$ cat src/rtl/div_ctrl_pkg.sv
// Shared definitions for the EX-stage divide controller.
//   state_t         : 2-bit controller state encoding
//   DRAIN_CYC_DEF   : default number of cycles div_abandon is held after a flush
//   BUSY_SAT        : saturation value of the busy-cycle counter
package div_ctrl_pkg;

   typedef enum logic [1:0] {
      ST_IDLE  = 2'd0,
      ST_BUSY  = 2'd1,
      ST_DONE  = 2'd2,
      ST_DRAIN = 2'd3
   } state_t;

   localparam int         DRAIN_CYC_DEF = 2;
   localparam logic [7:0] BUSY_SAT      = 8'hFF;

endpackage

$ cat src/rtl/div_ctrl.sv
// div_ctrl: EX-stage sequencer for a multi-cycle DIV/DIVU unit.
// Latches operands, holds the pipeline while the divider runs, presents
// {hi, lo} until EX advances, and drains the divider after a flush.
//
// Ports
//   clk, rst_n                 clock, async active-low reset
//   ex_div_req, ex_signed      divide valid in EX, 1 = signed
//   ex_opr1, ex_opr2           dividend, divisor
//   ex_advance, flush          EX hands off to MEM / EX killed
//   div_start, div_abandon     divider control
//   div_signed, div_opr1/2     latched operation to the divider
//   div_ready, div_res         divider done, {remainder, quotient}
//   stall_req                  pipeline hold (combinational)
//   res_valid, hi, lo          result: hi = remainder, lo = quotient
//   busy_cycles                saturating cycles spent in BUSY
//
// state    | meaning
// ---------+------------------------------------------------------
// ST_IDLE  | no divide in flight, waiting for ex_div_req
// ST_BUSY  | divider running, div_start held, operands stable
// ST_DONE  | result held on hi/lo with res_valid until EX advances
// ST_DRAIN | flushed; div_abandon held for DRAIN_CYC cycles
module div_ctrl
   import div_ctrl_pkg::*;
#(
   parameter int DRAIN_CYC = DRAIN_CYC_DEF
) (
   input  logic        clk,
   input  logic        rst_n,
   input  logic        ex_div_req,
   input  logic        ex_signed,
   input  logic [31:0] ex_opr1,
   input  logic [31:0] ex_opr2,
   input  logic        ex_advance,
   input  logic        flush,
   output logic        div_start,
   output logic        div_abandon,
   output logic        div_signed,
   output logic [31:0] div_opr1,
   output logic [31:0] div_opr2,
   input  logic        div_ready,
   input  logic [63:0] div_res,
   output logic        stall_req,
   output logic        res_valid,
   output logic [31:0] hi,
   output logic [31:0] lo,
   output logic [7:0]  busy_cycles
);

   state_t     state;
   logic [7:0] drain_cnt;

   // Released in DONE so EX can advance with the held result.
   assign stall_req = ex_div_req & (state != ST_DONE) & ~flush;

   always_ff @(posedge clk or negedge rst_n) begin
      if (!rst_n) begin
         state       <= ST_IDLE;
         div_start   <= 1'b0;
         div_abandon <= 1'b0;
         div_signed  <= 1'b0;
         div_opr1    <= '0;
         div_opr2    <= '0;
         res_valid   <= 1'b0;
         hi          <= '0;
         lo          <= '0;
         busy_cycles <= '0;
         drain_cnt   <= '0;
      end else begin
         case (state)
            ST_IDLE: begin
               if (ex_div_req && !flush) begin
                  div_opr1    <= ex_opr1;
                  div_opr2    <= ex_opr2;
                  div_signed  <= ex_signed;
                  div_start   <= 1'b1;
                  busy_cycles <= '0;
                  state       <= ST_BUSY;
               end
            end

            ST_BUSY: begin
               if (busy_cycles != BUSY_SAT)
                  busy_cycles <= busy_cycles + 8'd1;
               // Flush wins over a same-cycle div_ready; that result is dropped.
               if (flush) begin
                  div_start   <= 1'b0;
                  div_abandon <= 1'b1;
                  drain_cnt   <= 8'(DRAIN_CYC);
                  state       <= ST_DRAIN;
               end else if (div_ready) begin
                  hi        <= div_res[63:32];
                  lo        <= div_res[31:0];
                  div_start <= 1'b0;
                  res_valid <= 1'b1;
                  state     <= ST_DONE;
               end
            end

            ST_DONE: begin
               if (ex_advance || flush) begin
                  res_valid <= 1'b0;
                  state     <= ST_IDLE;
               end
            end

            ST_DRAIN: begin
               // Leaving on the count that would reach zero keeps div_abandon
               // high for exactly DRAIN_CYC cycles.
               if (drain_cnt <= 8'd1) begin
                  drain_cnt   <= '0;
                  div_abandon <= 1'b0;
                  state       <= ST_IDLE;
               end else begin
                  drain_cnt <= drain_cnt - 8'd1;
               end
            end

            default: state <= ST_IDLE;
         endcase
      end
   end

endmodule

$ cat config.mk
export PLATFORM = sky130hd
export DESIGN_NAME = div_ctrl
export DESIGN_NICKNAME = d
export VERILOG_FILES = /design/src/rtl/div_ctrl_pkg.sv /design/src/rtl/div_ctrl.sv
export SDC_FILE = /design/constraint.sdc
export NUM_CORES = 1
export LEC_CHECK = 0
export ABC_AREA = 1
export CAP_MARGIN = 20
export CORE_MARGIN = 2
export CORE_UTILIZATION = 60
export DETAILED_ROUTE_END_ITERATION = 12
export DONT_BUFFER_PORTS = 1
export GPL_TIMING_DRIVEN = 0
export PLACE_DENSITY_LB_ADDON = 0.25
export SETUP_SLACK_MARGIN = 0.3
export SLEW_MARGIN = 20
export SYNTH_ARGS = -nofsm -noshare
export SYNTH_HDL_FRONTEND = slang
export SYNTH_SLANG_ARGS = --single-unit
export TNS_END_PERCENT = 100
$ cat constraint.sdc
create_clock -name clk -period 1.9 [get_ports clk]
set_input_delay 0.57 -clock clk [delete_from_list [all_inputs] [get_ports clk]]
set_output_delay 0.57 -clock clk [all_outputs]
set_load 0.01 [all_outputs]
-- Yosys cells after proc, flatten, opt, wreduce, memory -nomap -nowiden
Cells that the tools add are included.
Widths: inputs -> output; s select.
- memories: 0
- output and inout bits: 141
- word-level logic and storage cells: 68
- RAM bits: 0
- register bits after elaboration: 150
- bits in latches: 0
- memory bits (read-only): 0
- multiplexer cells: 23
- magnitude comparators: 1
- $mul: 0
- bitwise gates (word level): 3
- shift operators: 0
- equality and inequality tests: 13
- div/mod/pow operators: 0
- $add $sub $neg: 2
- reductions and logical operators: 15
- operators with widths (kind ; number):
    $mux 8 ; 4
    $pmux 8 s2 ; 2
    $ne 2x2->1 const B ; 8
    $reduce_and 3->1 ; 4
    $mux 2 ; 5
    $add 8x1->8 const B ; 1
    $le 8x1->1 const B ; 1
    $mux 1 ; 8
    $ne 8x8->1 const B ; 1
    $pmux 2 s4 ; 1
    $reduce_and 4->1 ; 2
    $sub 8x1->8 const B ; 1
    $pmux 1 s2 ; 3
    $reduce_bool 2->1 ; 3
    $eq 2x2->1 const B ; 2
    $reduce_and 2->1 ; 2
    $ne 3x3->1 const B ; 1
    $and 1x1->1 ; 2
    $eq 2x1->1 const B ; 1
    $logic_not 2->1 ; 1
    $logic_and 1x1->1 ; 1
    $logic_not 1->1 ; 1
    $logic_or 1x1->1 ; 1
    $not 1->1 ; 1

-- Longest topological paths before layout
- depth in word-level cells: 4
- gate-level depth with buffers: 9
- mapped depth without buffers: 9

-- Worst setup path before layout
No wires, ideal clock.
- path type: input -> output
- start: input flush
- end: output stall_req
- buffers on the path: 0
- path slack: 0.415 ns
- data arrival time: 0.915 ns
- stages: 3
- required time: 1.330 ns
- cells stage by stage: inv_2 -> nand2_2 -> nor2_1
- longest elaborated chain between the ends: 2
- ends and longest elaborated chain (element ; RTL line ; text):
    start, declared ; div_ctrl.sv:35 ; input logic flush,
    $not 1->1 (no source line) ; n/a ;
    $and 1x1->1 ; div_ctrl.sv:54 ; assign stall_req = ex_div_req & (state != ST_DONE) & ~flush;
    end, declared ; div_ctrl.sv:43 ; output logic stall_req,
Every way passes these cells.

-- Final worst setup path
- start: register state[1]
- end: output stall_req
- longest elaborated chain between the ends: 3
- ends and longest elaborated chain (element ; RTL line ; text):
    start, declared ; div_ctrl.sv:50 ; state_t state;
    start signal, assigned ; div_ctrl.sv:58 ; state <= ST_IDLE;
    start signal, assigned ; div_ctrl.sv:78 ; state <= ST_BUSY;
    start signal, assigned ; div_ctrl.sv:90 ; state <= ST_DRAIN;
    $ne 2x2->1 ; div_ctrl.sv:54 ;
    $and 1x1->1 (2 in series) ; div_ctrl.sv:54 ;
Every way passes these cells.

==> out/qor.txt <==
Status: finished with violations
Violated checks: hold timing
Setup Crit Path Kind: reg -> out
Final WS setup: 195 ps
Core Area: 10400 µm²
Least-Margin Pin Slew: 288 ps
IO Pins: 276
Worst setup EP type: primary output
Pwr Total: 12.9 mW
Crit-path cells: inv_2, nor2_4, nor2_4
Ys async rst share: 1.00
Slowest stage delay, CP: 400 ps
Library cells used by synthesis: 27
Mapped Area: 6460 µm²
Largest net degree at the start of global routing: 151
Leading cell type by number of instances after synthesis: nand2_1
Yosys warns: 0
Die area: 11600 µm²
Initial antenna violation count: 0
Post-synth EDFFs: 0
Post-Syn Nets: 855
Final setup fails: 0
Clock transition at path regs: 60 ps
Total wire length: 15200 µm
Max-slew violations: 0
Top post-synthesis cells by count: nand2_1, dfrtp_1, inv_1
Max Fclk: 587 MHz
Synth top area cells: dfrtp_1, nand2_1, o21ai_2
Synth Area per Inst: 9.01 µm²
Gpl congestion: 0.813
Cell area power density: 1760 nW/µm²
WL met2: 7690 µm
Area grow syn2layout: 13.3%
Final core utilization: 0.706
Sequential area share after synthesis: 0.581
CTS tree: yes
Slowest cell on crit path: dfrtp_1
Overflow after GRT: 0
I/O Buffers: 0
Clock Skew: 7.76 ps
First-pass GRT wire length: 23200 µm
Post-synthesis cell count: 717
Initial Util: 0.623
DRC: 0
# rows: 37
Post-route ant nets: 0
Share of cells above drive strength 1: 0.194
Hold slack: -256 ps
Crit-path max FO: 2
Hold Crit Class: in -> async
H-tree Lvls: 4
Skew-Pair Late Insertion Delay: 510 ps
Max Buffers Root-to-Sink: 2
Final hold viol count: 150
Vias in the first global route: 4777
Req. time, crit path: 1330 ps
TritonCTS buffer count: 17
Via-to-Cell Ratio: 5.33
Commonest register cell after synthesis: dfrtp_1
Iteration-0 DRC Markers: 275
Register bit total from synthesis: 150
Vias: 4733
WL/cell: 17.1 µm
Minimum clock period: 1700 ps
Max_cap viols: 0
Antenna cells: 0
CP arrival: 1130 ps
1st-pass router iterations: 5
Total GRT Usage: 0.263
Die X: 108 µm
Die Height: 108 µm
Worst slack, placed: 253 ps
Maximum VDD drop: 869 µV
Clock Sinks: 150
Crit start category: register
WL met3: 1410 µm
Nets: 880
Tcrit/Tclk final: 0.897
Most used cell, CP: nor2_4
Setup TNS: 0 ps
Top cell type's share of synthesized area: 0.581
DP Wirelength: 11200 µm
Metal-1 WL: 5700 µm
CTS root buf: clkbuf_8
Slew margin rel.: 0.808
Static Leak: 3.93 nW
Synth area leader: dfrtp_1
Highest metal used: met4
RSZ-0062 raised after global routing: true
per-layer routing:
layer / vias up / track usage
met1: 2251 / 0.289
met3: 28 / 0.107
met5: - / 0
met4: 0 / 0.105
met2: 231 / 0.453
li1: 2223 / -
worst max-delay path: cells and delay by family (launching register included):
family	cells	cell delay [ps]
DFF	1	400
buffers and inverters	1	90
and+or+nand+nor	2	140
power breakdown:
group	internal, mW	switching (mW)
combinational	1.24	1.76
clock	2.08	1.23
sequential	4.66	1.90
cells by family after synthesis:
kind of cell | synth area share
and+or+nand+nor | 0.224
xor gates and xnor gates | 0.00542
buffers and inverters | 0.0883
adders and majority gates | 0.00581
AOI/OAI and AO/OA | 0.0957
DFF | 0.581
final timing paths:
path                             startpoint        endpoint  slack, ps  cells past startpoint
worst max-delay path               state[1]       stall_req        200                      3
worst min-delay path                  rst_n    div_opr1[28]       -260                      0
worst max register to register     state[1]  busy_cycles[7]        380                      8
worst min register to register  div_opr2[2]     div_opr2[2]        540                      2
max in group asynchronous             rst_n    div_opr1[12]       1950                      0
min in group clk                ex_opr1[29]    div_opr1[29]        170                      2
layout make-up:
type | instances | area [µm²]
Timing Repair Buffer | 6 | 45.0
Buffer | 29 | 259
Sequential cell | 150 | 3760
Clock buffer | 21 | 459
Fill cell | 774 | 3050
Clock inverter | 8 | 125
Multi-Input combinational cell | 453 | 2180
Tap cell | 136 | 170
Inverter | 85 | 319
stage by stage:
stage	instance area, µm²	cells	hold slack (ps)
4_1_cts	7260	886	-280
3_3_place_gp	6630	853	277
6_report	7320	888	-256
3_5_place_dp	6630	853	276
2_1_floorplan	6460	717	274
5_1_grt	7320	888	-295
registers in the layout, indices dropped and copies added, names as in the netlist:
| name | count |
|---|---|
| state | 2 |
| drain_cnt | 8 |
| hi | 32 |
| res_valid | 1 |
| div_opr1 | 32 |
| div_start | 1 |
| lo | 32 |
| div_opr2 | 32 |
| div_abandon | 1 |
| busy_cycles | 8 |
| div_signed | 1 |
timing repair:
action | CTS | global route
endpoints found under the hold margin | 150 | 150
pin swaps | 1 | 3
resized for setup | 9 | 13
endpoints found under the setup margin | 6 | 33
buffers inserted | 4 | 2
placed cells by master, fill, tap and decap left out, types with 2 or more instances in the layout:
cell type / instances
o21ai_1: 9
buf_6: 15
inv_2: 5
o21ai_2: 56
nor2_1: 23
dfrtp_1: 142
or2_2: 2
nand2_2: 4
ha_1: 3
o21ai_0: 5
clkbuf_8: 4
clkinvlp_4: 4
buf_4: 14
clkbuf_16: 16
xor2_1: 4
nand3_1: 14
nor2_4: 3
buf_2: 5
nor3_1: 3
a21oi_1: 6
bufinv_16: 3
inv_1: 80
nand2_1: 312
dfrtp_2: 8
Power figures use the tool's default switching activity.
